--- src/rtl/edge_detect_multi.sv ---
// ---------------------------------------------------------------------------
// edge_detect_multi
//
// Multi-channel edge detector for board-level inputs. Each channel runs its
// raw level through a synchroniser, a debounce FSM and an edge qualifier
// that is steered by a per-channel runtime mode. Qualified edges produce a
// one-cycle tick and set a sticky pending flag that software clears.
//
// Debounce FSM (per channel):
//   state        | meaning
//   -------------+-----------------------------------------------------
//   STABLE_LOW   | accepted level is 0, synchronised input agrees
//   WAIT_HIGH    | accepted level is 0, input has been 1 for cnt cycles
//   STABLE_HIGH  | accepted level is 1, synchronised input agrees
//   WAIT_LOW     | accepted level is 1, input has been 0 for cnt cycles
//
// Ports:
//   clk        system clock
//   reset      asynchronous active-low reset
//   level      raw asynchronous inputs, one per channel
//   mode       2 bits per channel: 00 off, 01 rise, 10 fall, 11 both
//   clear      per-channel pulse clearing pending
//   stable     debounced level per channel
//   tick       one-cycle pulse per qualified edge
//   pending    sticky event flags
//   event_any  OR of pending
// ---------------------------------------------------------------------------
module edge_detect_multi #(
    parameter int CHANNELS    = 4,
    parameter int SYNC_STAGES = 2,
    parameter int DEBOUNCE    = 4
) (
    input  logic                    clk,
    input  logic                    reset,
    input  logic [CHANNELS-1:0]     level,
    input  logic [2*CHANNELS-1:0]   mode,
    input  logic [CHANNELS-1:0]     clear,
    output logic [CHANNELS-1:0]     stable,
    output logic [CHANNELS-1:0]     tick,
    output logic [CHANNELS-1:0]     pending,
    output logic                    event_any
);

    localparam int CNT_W = $clog2(DEBOUNCE + 1);
    localparam logic [CNT_W-1:0] CNT_LAST = CNT_W'(DEBOUNCE);
    localparam logic [CNT_W-1:0] CNT_ONE  = CNT_W'(1);

    // Bit 1 of the encoding is the accepted level, so stable decodes
    // straight from the state register without extra logic.
    typedef enum logic [1:0] {
        STABLE_LOW  = 2'b00,
        WAIT_HIGH   = 2'b01,
        STABLE_HIGH = 2'b10,
        WAIT_LOW    = 2'b11
    } db_state_t;

    for (genvar i = 0; i < CHANNELS; i++) begin : g_ch
        logic [SYNC_STAGES-1:0] sync_q;
        logic                   s;
        db_state_t              state_q;
        db_state_t              state_d;
        logic [CNT_W-1:0]       cnt_q;
        logic [CNT_W-1:0]       cnt_d;
        logic [CNT_W-1:0]       cnt_inc;
        logic                   tick_q;
        logic                   tick_d;
        logic                   pending_q;

        always_ff @(posedge clk or negedge reset) begin
            if (!reset) begin
                sync_q <= '0;
            end else begin
                sync_q <= {sync_q[SYNC_STAGES-2:0], level[i]};
            end
        end

        assign s       = sync_q[SYNC_STAGES-1];
        assign cnt_inc = cnt_q + CNT_ONE;

        // State register, with the tick/pending flops that hang off it.
        always_ff @(posedge clk or negedge reset) begin
            if (!reset) begin
                state_q   <= STABLE_LOW;
                cnt_q     <= '0;
                tick_q    <= 1'b0;
                pending_q <= 1'b0;
            end else begin
                state_q   <= state_d;
                cnt_q     <= cnt_d;
                tick_q    <= tick_d;
                // Set takes priority over a coincident clear.
                pending_q <= tick_d | (pending_q & ~clear[i]);
            end
        end

        // Next-state logic.
        always_comb begin
            state_d = state_q;
            cnt_d   = '0;
            unique case (state_q)
                STABLE_LOW: begin
                    if (s) begin
                        if (CNT_LAST == CNT_ONE) begin
                            state_d = STABLE_HIGH;
                        end else begin
                            state_d = WAIT_HIGH;
                            cnt_d   = CNT_ONE;
                        end
                    end
                end
                WAIT_HIGH: begin
                    if (!s) begin
                        state_d = STABLE_LOW;
                    end else if (cnt_inc == CNT_LAST) begin
                        state_d = STABLE_HIGH;
                    end else begin
                        cnt_d = cnt_inc;
                    end
                end
                STABLE_HIGH: begin
                    if (!s) begin
                        if (CNT_LAST == CNT_ONE) begin
                            state_d = STABLE_LOW;
                        end else begin
                            state_d = WAIT_LOW;
                            cnt_d   = CNT_ONE;
                        end
                    end
                end
                WAIT_LOW: begin
                    if (s) begin
                        state_d = STABLE_HIGH;
                    end else if (cnt_inc == CNT_LAST) begin
                        state_d = STABLE_LOW;
                    end else begin
                        cnt_d = cnt_inc;
                    end
                end
                default: begin
                    state_d = STABLE_LOW;
                end
            endcase
        end

        // Output logic: a flip is a change of the accepted-level bit; the
        // mode is looked at only on that edge.
        always_comb begin
            tick_d = 1'b0;
            if (state_d[1] != state_q[1]) begin
                tick_d = state_d[1] ? mode[2*i] : mode[2*i+1];
            end
        end

        assign stable[i]  = state_q[1];
        assign tick[i]    = tick_q;
        assign pending[i] = pending_q;
    end

    assign event_any = |pending;

endmodule
--- config.mk ---
export PLATFORM = sky130hd
export DESIGN_NAME = edge_detect_multi
export DESIGN_NICKNAME = d
export VERILOG_FILES = /design/src/rtl/edge_detect_multi.sv
export SDC_FILE = /design/constraint.sdc
export NUM_CORES = 1
export LEC_CHECK = 0
export ABC_AREA = 1
export CORE_ASPECT_RATIO = 1.4
export CORE_MARGIN = 5
export CORE_UTILIZATION = 50
export CTS_BUF_LIST = sky130_fd_sc_hd__clkbuf_4 sky130_fd_sc_hd__clkbuf_8
export CTS_CLUSTER_SIZE = 24
export DETAILED_ROUTE_END_ITERATION = 6
export PLACE_DENSITY = 0.77
export SYNTH_ARGS = -nofsm -noshare
export SYNTH_HDL_FRONTEND = slang
export SYNTH_SLANG_ARGS = --single-unit
export TNS_END_PERCENT = 10
--- constraint.sdc ---
create_clock -name clk -period 2.18 [get_ports clk]
set_input_delay 0.436 -clock clk [delete_from_list [all_inputs] [get_ports clk]]
set_output_delay 0.436 -clock clk [all_outputs]
set_load 0.1 [all_outputs]
Word level (Yosys, flattened, before mapping)
Index checks and enable logic that the tools add are counted.
{"block": "word_totals", "reg_bits": 36, "out_inout_bits": 13, "in_bits": 18}
{"block": "classes", "add_sub_neg": 4, "n_mux": 60, "eq_ne": 36, "reduce_logical": 9, "n_bitwise": 12}
{"cell": "2-to-1 mux 2 bit", "count": 24}
{"cell": "case mux 3 bit (4 select lines)", "count": 4}
{"cell": "2-to-1 mux 3 bit", "count": 12}
{"cell": "case mux 2 bit (4 select lines)", "count": 4}
{"cell": "!= test 3 bit (second input constant)", "count": 8}
{"cell": "equality test 2 bit (second input constant)", "count": 8}
{"cell": "2-to-1 mux 1 bit", "count": 16}
{"cell": "!= test 2 bit (second input constant)", "count": 8}
{"cell": "AND reduction 4 bit", "count": 4}
{"cell": "adder 3 x 1 -> 3 bit (second input constant)", "count": 4}
{"cell": "equality test 3 bit (second input constant)", "count": 4}
{"cell": "equality test 2 x 1 -> 1 bit (second input constant)", "count": 4}
{"cell": "zero test 2 bit", "count": 4}
{"cell": "AND 1 bit", "count": 4}
{"cell": "!= test 1 bit", "count": 4}
{"cell": "NOT 1 bit", "count": 4}
{"cell": "OR 1 bit", "count": 4}
{"cell": "OR reduction 4 bit", "count": 1}

Depth between registers and ports, before layout
Gate-level depths: netlist of the first run.
{"block": "logic_depth", "word_depth": 8, "ltp_mapped": 9, "ltp_nobuf": 9}

Worst setup path after synthesis of the first run
No wires, ideal clock.
{"block": "synth_timing", "kind": "reg2out", "start": "reg g_ch[3].pending_q", "end": "out event_any", "path_buffers": 0, "path_stages_with_launch": 2, "setup_slack_ps": 418, "arrival_ps": 1326, "path_cell_list": "dfrtp_1 -> or4_1"}
{"block": "synth_between", "elab_chain_cells": 1}
{"element": "start, declared", "line_no": "67", "source": "logic pending_q;"}
{"element": "start signal, assigned", "line_no": "92", "source": "pending_q <= tick_d | (pending_q & ~clear[i]);"}
{"element": "OR reduction 4 bit", "line_no": "159", "source": "assign event_any = |pending;"}
{"element": "end, declared", "line_no": "41", "source": "output logic event_any"}
Every way passes these cells.

Worst setup path after layout of the first run
Same ends and word-level chain as after synthesis.

==> results.md, run 1 <==
- Setup Fix Bufs, Post-CTS: 0
- Fin crit share: 86.5%
- GRT Util Overall: 14.2%
- Hold buffer count at CTS: 0
- Layout cells sized above 1: 14.2%
- PortBufs: 30
- Rel. slew slack: 49.3%
- Max_cap viols: 0
- IO Count: 31
- Initial antenna violation count: 0
- Pwr dens: 759 nW/um2
- EDFF count, synth: 0
- Top FF cell, synth: dfrtp_1
- Top-count cell post-synth: dfrtp_1
- Hold Path Class: in2async
- WS Path Type: reg2out
- Yosys top cell by area: dfrtp_1
- Sum Neg Setup Slack: 0 ps
- Crit path capture: event_any
- Fin. max-slew vios: 0
- RSZ-0062 raised after global routing: false
- Count of different cell masters after synthesis: 26
- Worst setup path startpoint: g_ch[3].pending_q
- Syn nets: 204
- CTS tree: yes
- Overall die height: 78.4 um
- Fillers: 288
- Peak VDD IR: 0.513 mV
- # rows: 24
- R2r endpoint: g_ch[3].pending_q
- Antenna viol nets, final: 0
- Post-cts sizing count: 0
- Outcome: finished clean
- Worst R2R Setup Slack: 640 ps
- DR DRC count: 0
- Synth area leaders: dfrtp_1, nand2_1, inv_1
- First-pass GRT wire length: 4.98 mm
- Nets: 229
- Wirelength per Cell: 11.6 um
- Routed vias: 1177
- Layout area overhead: 19.9%
- Syn_area_per_cell: 9.38 um2
- Synth top area share: 53.9%
- Post-DP HPWL: 2.20 mm
- Crit Reg-Reg Startpoint: g_ch[3].cnt_q[0]
- Hold_ws: 225 ps
- Iter 0 DRT Violations: 39
- Final Hold Viols: 0
- CP Capture Type: output port
- CTS Buffer Depth: 2
- Worst-path fanout max: 3
- Die W: 58.9 um
- GRT overflow: 0
- Mapped Area: 1670 um2
- Largest net degree at the start of global routing: 37
- Static Leak: 1.10 nW
- Actual slew at the worst max-slew pin: 761 ps
- Vias in the first global route: 1185
- #FFs+latches synth: 36
- Skew-Pair Late Insertion Delay: 280 ps
- Final GP Congestion: 0.827
- Vias per cell: 4.84
- Antenna Cells: 0
- Startpoint class of the critical path: flop
- R2R depth: 9
- Initial core utilization: 52.5%
- Fmax: 0.530 GHz
- Clock Sinks: 36
- Total CTS buffers: 5
- Final setup viols: 0
- Die Area: 4610 um2
- Setup Slack @ Placement: 595 ps
- CTS clk-pin slew, worst paths: 60 ps
- Clock root buffer: clkbuf_8
- Yosys warnings: 0
- Post-route minimum period: 1890 ps
- CP arrival: 1450 ps
- Total core area: 3180 um2
- Synth top cells by count: dfrtp_1, nand2_1, inv_1
- Post-synthesis async set-or-reset flop share: 100%
- DRT Wirelength: 2.81 mm
- Sequential fraction of the synthesis area: 53.9%
- Mapped Cells: 178
- Critical Path RT: 1740 ps
- H-tree depth: 2
- Pre-Repair DR Iteration Count: 4
- Setup ws final: 294 ps
- Layout Skew: 2.06 ps
- Fin cells: 243
- Placed cells: 235
-- per-stage QoR --
| stage | utilization (%) | cell area [um2] | total power, mW |
|---|---|---|---|
| floorplan | - | 1670 | 0.960 |
| global placement | 59.8 | 1900 | 1.02 |
| detailed placement | 59.8 | 1900 | 1.04 |
| CTS | 62.9 | 2000 | 1.55 |
| global route | 62.9 | 2000 | 1.62 |
| finish | 62.9 | 2000 | 1.52 |
-- how the worst min path moves through the flow --
stage,slack [ps],to,cells past startpoint,from
global route,280,g_ch[0].sync_q[1],1,reset
global placement,330,g_ch[0].sync_q[1],0,g_ch[0].sync_q[0]
detailed placement,340,g_ch[1].sync_q[1],0,g_ch[1].sync_q[0]
floorplan,140,g_ch[0].cnt_q[0],0,reset
finish,220,g_ch[0].cnt_q[0],1,reset
CTS,240,g_ch[0].cnt_q[1],1,reset
-- per-layer routing --
layer	vias up	wire length (um)	global-route usage (%)
li1	582	-	-
met1	556	1090	14.6
met2	31	1470	24.2
met3	8	180	5.42
met4	0	61	7.26
met5	-	0	0
-- cells by family (layout without fill, tap and decap cells) --
group	count (synthesis)	count (layout)	synth area share (%)
and+or+nand+nor	76	76	21.5
buffers and inverters	45	71	12.8
DFF	36	36	53.9
adders and majority gates	8	8	5.99
AOI/OAI and AO/OA	8	8	2.70
xor gates and xnor gates	5	5	3.07
-- registers in the layout (all words and copies together) (netlist names) --
register,cells
g_ch.state_q,8
g_ch.sync_q,8
g_ch.cnt_q,12
g_ch.tick_q,4
g_ch.pending_q,4
-- cell usage in the layout (no fill, tap or decap) --
master | synthesis | routed
nand4_1 | 2 | 2
nand2b_1 | 1 | 1
nor3_1 | 1 | 1
buf_12 | 0 | 1
nor3b_1 | 1 | 1
inv_1 | 32 | 32
nor4_1 | 2 | 2
a21oi_1 | 4 | 4
nand3_1 | 11 | 11
nand3b_1 | 4 | 4
xor2_2 | 1 | 1
buf_2 | 0 | 1
dfrtp_1 | 36 | 36
nor2_2 | 2 | 2
clkdlybuf4s50_1 | 0 | 16
o21ai_0 | 2 | 2
a211oi_1 | 1 | 1
o21bai_1 | 1 | 1
or2_4 | 1 | 1
and2_1 | 1 | 1
or4_1 | 1 | 1
ha_1 | 8 | 8
inv_2 | 1 | 1
nor2_1 | 13 | 13
buf_4 | 12 | 12
clkbuf_4 | 0 | 2
nor3b_2 | 1 | 1
nand2_1 | 34 | 34
clkbuf_8 | 0 | 6
nand2_2 | 1 | 1
xnor2_1 | 4 | 4
-- cell type report --
cell class,instances,area [um2],share of cell area (%)
well taps,39,48.8,2.44
multi-input cells,97,556,27.8
flip-flops and latches,36,901,45.0
inverters,33,124,6.19
clock buffers,8,97.6,4.87
repair buffers,30,275,13.8
-- worst max-delay path: stages, from the launching register on --
cell and delay [ps]:
dfrtp_1 390, or4_1 580, buf_12 200
-- report_power, final --
part,internal [mW],leakage [nW],switching [mW],total (mW)
Clock,0.282,0.0523,0.213,0.495
Sequential,0.722,0.466,0.0443,0.766
Combinational,0.0959,0.581,0.163,0.258
Note: power is estimated with default switching activity, not from simulation.
==> run 2: changes to the inputs <==
--- a/config.mk
+++ b/config.mk
@@ -8,11 +8,12 @@
 export ABC_AREA = 1
 export CORE_ASPECT_RATIO = 1.4
 export CORE_MARGIN = 5
-export CORE_UTILIZATION = 50
+export CORE_UTILIZATION = 54
 export CTS_BUF_LIST = sky130_fd_sc_hd__clkbuf_4 sky130_fd_sc_hd__clkbuf_8
 export CTS_CLUSTER_SIZE = 24
 export DETAILED_ROUTE_END_ITERATION = 6
-export PLACE_DENSITY = 0.77
+export DONT_BUFFER_PORTS = 1
+export PLACE_DENSITY = 0.69
 export SYNTH_ARGS = -nofsm -noshare
 export SYNTH_HDL_FRONTEND = slang
 export SYNTH_SLANG_ARGS = --single-unit
==> run 2 against run 1 <==
Compared with the run above: critical path depth stayed put; clock skew increased by 1.4 ps; critical endpoint unchanged; die area shrank 6.3%; sequential cell count is the same; largest cell class unchanged; core utilization is 2.5 points lower; cell area fell by 7.6%.
==> results.md, run 2 (synthesis results as in run 1) <==
- Worst-path fanout max: 2 (-1)
- GRT overflow: 0 (unchanged)
- Flip-flop count of the largest register after layout: 12 (unchanged)
- WS Path Type: reg2out
- PortBufs: 0 (-100%)
- Wirelength per Cell: 11.4 um (-1.1%)
- DRT Wirelength: 2.59 mm (-7.7%)
- Setup ws final: 316 ps (+22.6 ps)
- Antenna viol nets, final: 0 (unchanged)
- Layout area overhead: 10.8%
- Fmax: 0.537 GHz (+1.2%)
- Initial core utilization: 54.5% (+2.1 points)
- Clock root buffer: clkbuf_8
- GRT Util Overall: 14.1% (-0.092 points)
- Vias per cell: 4.72 (-2.5%)
- First-pass GRT wire length: 4.62 mm (-7.3%)
- Setup Slack @ Placement: 605 ps (+9.59 ps)
- Layout cells sized above 1: 14.9% (+0.68 points)
- Total core area: 3060 um2 (-3.8%)
- CTS tree: yes
- Worst path slowest cell: or4_1
- Switch share: 28.3% (+0.70 points)
- CTS clk-pin slew, worst paths: 70 ps (about the same)
- Post-cts sizing count: 0 (unchanged)
- RSZ-0062 raised after global routing: false
- Pre-Repair DR Iteration Count: 4 (unchanged)
- Hold buffer count at CTS: 2 (+2)
- Vias in the first global route: 1104 (-6.8%)
- Cell Int Power: 1.03 mW (-6.6%)
- CTS Buffer Depth: 2 (unchanged)
- Die Area: 4320 um2 (-6.3%)
- Actual slew at the worst max-slew pin: 415 ps (-345 ps)
- Overall die height: 75.8 um (-3.3%)
- Top reg by flops: g_ch.cnt_q
- Core Util, Final: 60.4% (-2.5 points)
- Clock power frac: 30.4% (-2.2 points)
- Post-DP HPWL: 1.97 mm (-10%)
- DR DRC count: 0 (unchanged)
- Largest net degree at the start of global routing: 37 (unchanged)
- Most common cell after layout, fill and taps aside: dfrtp_1
- Outcome: finished clean
- Final Hold Viols: 0 (unchanged)
- Post-route minimum period: 1860 ps (-22.6 ps)
- Crit path cell chain: or4_1, buf_12
- Crit-path max cell delay: 580 ps (about the same)
- Peak VDD IR: 0.481 mV (-6.2%)
- Rel. slew slack: 72.1% (+23 points)
- Startpoint class of the critical path: flop
- Routed vias: 1072 (-8.9%)
- Comb power frac: 16.2% (-0.8 points)
- # rows: 24 (unchanged)
- Total CTS buffers: 5 (unchanged)
- Sequential share of power: 53.3% (+2.9 points)
- Skew-Pair Late Insertion Delay: 280 ps (about the same)
- Critical Path RT: 1740 ps (about the same)
- Pwr dens: 774 nW/um2 (+2.0%)
- Initial antenna violation count: 0 (unchanged)
- H-tree depth: 2 (unchanged)
- Clock Sinks: 36 (unchanged)
- Most frequent cells in the layout: dfrtp_1, nand2_1, inv_1
- Die W: 57.0 um (-3.1%)
- Sw Pwr: 406 uW (-3.3%)
- Layout Skew: 3.47 ps (+1.41 ps)
- Max_cap viols: 0 (unchanged)
- Hold Path Class: in2reg
- CP Capture Type: output port
- Nets: 214 (-6.6%)
- Fin. max-slew vios: 0 (unchanged)
- Fin crit share: 85.5% (-1.0 points)
- IO Count: 31 (unchanged)
- Biggest regs: g_ch.cnt_q: 12 flops, g_ch.state_q: 8 flops, g_ch.sync_q: 8 flops
- Final GP Congestion: 0.775 (-6.2%)
- CP arrival: 1430 ps (-20 ps)
- Antenna Cells: 0 (unchanged)
- Setup Fix Bufs, Post-CTS: 0 (unchanged)
- Final setup viols: 0 (unchanged)
- Iter 0 DRT Violations: 28 (-28%)
- Static Leak: 1.04 nW (-5.5%)
- Sum Neg Setup Slack: 0 ps (unchanged)
-- run 2: changes by cell type in the layout (fill, tap and decap cells not counted), sizes merged --
cell | previous run | this run
clkdlybuf4s50 | 16 | 0
clkinv | 0 | 1
dlygate4sd3 | 0 | 1
clkbuf | 8 | 6
-- run 2: routing by layer --
layer	GRT usage (%)	vias to the layer above	routed length (um)
met5	0	-	0
met4	7.73	0	57
met3	6.61	6	221
met2	22.2	30	1180
met1	15.8	483	1130
li1	-	553	-
-- run 2: power groups by stage --
stage          registers (mW)  clock network (mW)  logic [mW]
6_report                0.765               0.436       0.233
5_1_grt                 0.772               0.482       0.264
4_1_cts                 0.765               0.456       0.236
3_5_place_dp            0.778                   0       0.215
3_3_place_gp            0.774                   0       0.209
2_1_floorplan           0.768                   0       0.192
-- run 2: worst max-delay path, delay by kind of cell, from the launching register on --
| kind | cells | cell delay (ps) |
|---|---|---|
| buffers and inverters | 1 | 200 |
| AND/OR/NAND/NOR | 1 | 580 |
| flip-flops | 1 | 370 |
-- run 2: through the flow --
| stage | hold slack [ps] | cell area, um2 | std cells | power (mW) |
|---|---|---|---|---|
| after global placement | 141 | 1740 | 218 | 0.982 |
| final | 180 | 1850 | 227 | 1.43 |
| after floorplan | 140 | 1670 | 178 | 0.960 |
| after detailed placement | 142 | 1740 | 218 | 0.993 |
| after global routing | 160 | 1850 | 227 | 1.52 |
| after CTS | 169 | 1850 | 227 | 1.46 |
-- run 2: final timing paths --
path / startpoint / cells after the start / to / slack, ps
worst max-delay path: g_ch[3].pending_q / 2 / event_any / 320
worst min-delay path: level[3] / 0 / g_ch[3].sync_q[0] / 180
worst max register to register: g_ch[3].cnt_q[0] / 9 / g_ch[3].pending_q / 690
worst min register to register: g_ch[0].sync_q[0] / 0 / g_ch[0].sync_q[1] / 350
max in group asynchronous: reset / 2 / g_ch[1].sync_q[1] / 1390
min in group asynchronous: reset / 2 / g_ch[3].tick_q / 620
-- run 2: area by class of cell --
type | count | area (um2)
Fill cell | 287 | 1210
Sequential cell | 36 | 901
Multi-Input combinational cell | 97 | 556
Timing Repair Buffer | 15 | 140
Inverter | 33 | 124
Clock buffer | 6 | 76.3
Tap cell | 39 | 48.8
Clock inverter | 1 | 5.00
==> run 3: changes to the inputs <==
--- a/config.mk
+++ b/config.mk
@@ -6,7 +6,6 @@
 export NUM_CORES = 1
 export LEC_CHECK = 0
 export ABC_AREA = 1
-export CORE_ASPECT_RATIO = 1.4
 export CORE_MARGIN = 5
 export CORE_UTILIZATION = 54
 export CTS_BUF_LIST = sky130_fd_sc_hd__clkbuf_4 sky130_fd_sc_hd__clkbuf_8
@@ -14,6 +13,7 @@
 export DETAILED_ROUTE_END_ITERATION = 6
 export DONT_BUFFER_PORTS = 1
 export PLACE_DENSITY = 0.69
+export SLEW_MARGIN = 10
 export SYNTH_ARGS = -nofsm -noshare
 export SYNTH_HDL_FRONTEND = slang
 export SYNTH_SLANG_ARGS = --single-unit
==> run 3 against run 2 <==
Compared with the run above: non-clock buffer count stayed put; sequential power about the same; register-to-register slack worse by 20 ps; critical endpoint unchanged; largest cell class unchanged.
==> results.md, run 3 (synthesis results as in run 1) <==
- Outcome: finished clean
- Routed vias: 1102 (+2.8%)
- WHS Path Cells: 0 (unchanged)
- CP Capture Type: output port
- Initial antenna violation count: 0 (unchanged)
- Fillers: 251 (-13%)
- Skew-Pair Late Insertion Delay: 340 ps (+60 ps)
- Static Leak: 1.03 nW (-0.49%)
- Clock root buffer: clkbuf_4
- Vias in the first global route: 1186 (+7.4%)
- Final GP Congestion: 0.770 (-0.74%)
- Placed cells: 212 (-2.8%)
- Startpoint class of the critical path: flop
- R2R depth: 9 (unchanged)
- Layout area overhead: 9.44%
- R2r endpoint: g_ch[3].pending_q
- GRT Util Overall: 15.7% (+1.6 points)
- Peak VDD IR: 0.357 mV (-26%)
- Die W: 65.6 um (+15%)
- # rows: 20 (-17%)
- Layout cells sized above 1: 15.3% (+0.45 points)
- Hold_ws: 105 ps (-74.6 ps)
- Fin crit share: 89.6% (+4.1 points)
- DR DRC count: 0 (unchanged)
- Final setup viols: 0 (unchanged)
- Worst R2R Setup Slack: 670 ps (-20 ps)
- Hold Path Sink: g_ch[0].sync_q[0]
- Most frequent cells in the layout: dfrtp_1, nand2_1, inv_1
- Post-cts sizing count: 0 (unchanged)
- Most common cell after layout, fill and taps aside: dfrtp_1
- Actual slew at the worst max-slew pin: 406 ps (-9.18 ps)
- Post-route minimum period: 1950 ps (+88.6 ps)
- Worst path slowest cell: or4_1
- CTS tree: yes
- Crit path cell chain: or4_1, buf_12
- Total CTS buffers: 5 (unchanged)
- GRT overflow: 0 (unchanged)
- Fin. max-slew vios: 0 (unchanged)
- Overall die height: 65.6 um (-13%)
- Hold wc startpoint: level[0]
- H-tree depth: 2 (unchanged)
- Crit-path max cell delay: 580 ps (about the same)
- Pre-Repair DR Iteration Count: 4 (unchanged)
- DRT Wirelength: 2.84 mm (+9.5%)
- CTS clk-pin slew, worst paths: 110 ps (+40 ps)
- Layout Skew: 8.57 ps (+5.10 ps)
- Post-DP HPWL: 2.17 mm (+9.9%)
- Antenna viol nets, final: 0 (unchanged)
- Total core area: 3000 um2 (-2.0%)
- Initial core utilization: 55.6% (+1.1 points)
- Sum Neg Setup Slack: 0 ps (unchanged)
- CP arrival: 1520 ps (+90 ps)
- Top reg by flops: g_ch.cnt_q
- Total Power: 1.40 mW (-2.4%)
- Critical Path RT: 1740 ps (about the same)
- Die Area: 4310 um2 (-0.37%)
- CTS Buffer Depth: 2 (unchanged)
- Nets: 214 (unchanged)
- Worst-path fanout max: 2 (unchanged)
- Clock Sinks: 36 (unchanged)
- Fin cells: 222 (-2.2%)
- Biggest regs: g_ch.cnt_q: 12 flops, g_ch.state_q: 8 flops, g_ch.sync_q: 8 flops
- Antenna Cells: 0 (unchanged)
- Largest net degree at the start of global routing: 37 (unchanged)
- Pwr dens: 765 nW/um2 (-1.2%)
- Vias per cell: 4.96 (+5.1%)
- Fmax: 0.512 GHz (-4.5%)
- Max_cap viols: 0 (unchanged)
- Hold Path Class: in2reg
- Flip-flop count of the largest register after layout: 12 (unchanged)
- IO Count: 31 (unchanged)
- PortBufs: 0 (unchanged)
- Rel. slew slack: 72.7% (+0.62 points)
- First-pass GRT wire length: 5.00 mm (+8.2%)
- WS Path Type: reg2out
- Iter 0 DRT Violations: 47 (+68%)
- Crit Reg-Reg Startpoint: g_ch[3].cnt_q[0]
- RSZ-0062 raised after global routing: false
- Final Hold Viols: 0 (unchanged)
- Wirelength per Cell: 12.8 um (+12%)
run 3: changes by cell type in the layout (fill, tap and decap cells not counted), sizes merged:
cell	before	now
clkbuf	6	8
clkinv	1	0
run 3: timing repair:
item,CTS,global route
hold buffers,2,0
endpoints found under the hold margin,36,0
setup buffers,0,0
setup endpoints to repair,0,0
run 3: layout make-up:
type	instances	area, um2	area share (%)
clock buffer	8	66.3	3.63
inverter	33	124	6.78
multi-input combinational	97	556	30.4
sequential	36	901	49.3
tap	33	41.3	2.26
timing repair buffer	15	140	7.67
run 3: critical path, delay by kind of cell (launching register included):
kind | cells | cell delay [ps]
simple gates | 1 | 580
flops | 1 | 390
buf+inv | 1 | 200
run 3: how the worst max path moves through the flow:
stage                      startpoint         to  slack (ps)  cells after the start
detailed placement  g_ch[3].pending_q  event_any         610                      2
floorplan           g_ch[3].pending_q  event_any         420                      1
CTS                 g_ch[3].pending_q  event_any         210                      2
global placement    g_ch[3].pending_q  event_any         620                      2
finish              g_ch[3].pending_q  event_any         230                      2
global route        g_ch[3].pending_q  event_any         170                      2
run 3: power breakdown:
part	internal (mW)	switching, mW
sequential	0.720	0.0419
combinational	0.0763	0.161
clock	0.184	0.216
total	0.981	0.418
run 3: through the flow:
stage                     cell area [um2]  setup slack, ps  util (%)
after floorplan                      1670              418         -
after global placement               1730              623      57.7
after detailed placement             1730              609      57.7
after CTS                            1830              209      60.9
after global routing                 1830              170      60.9
final                                1830              228      60.9
run 3: per-layer routing:
layer | share of wire (%) | track usage, %
met1 | 41 | 17.2
met2 | 52 | 26.7
met3 | 6.2 | 7.01
met4 | 1.1 | 5.96
met5 | 0 | 0
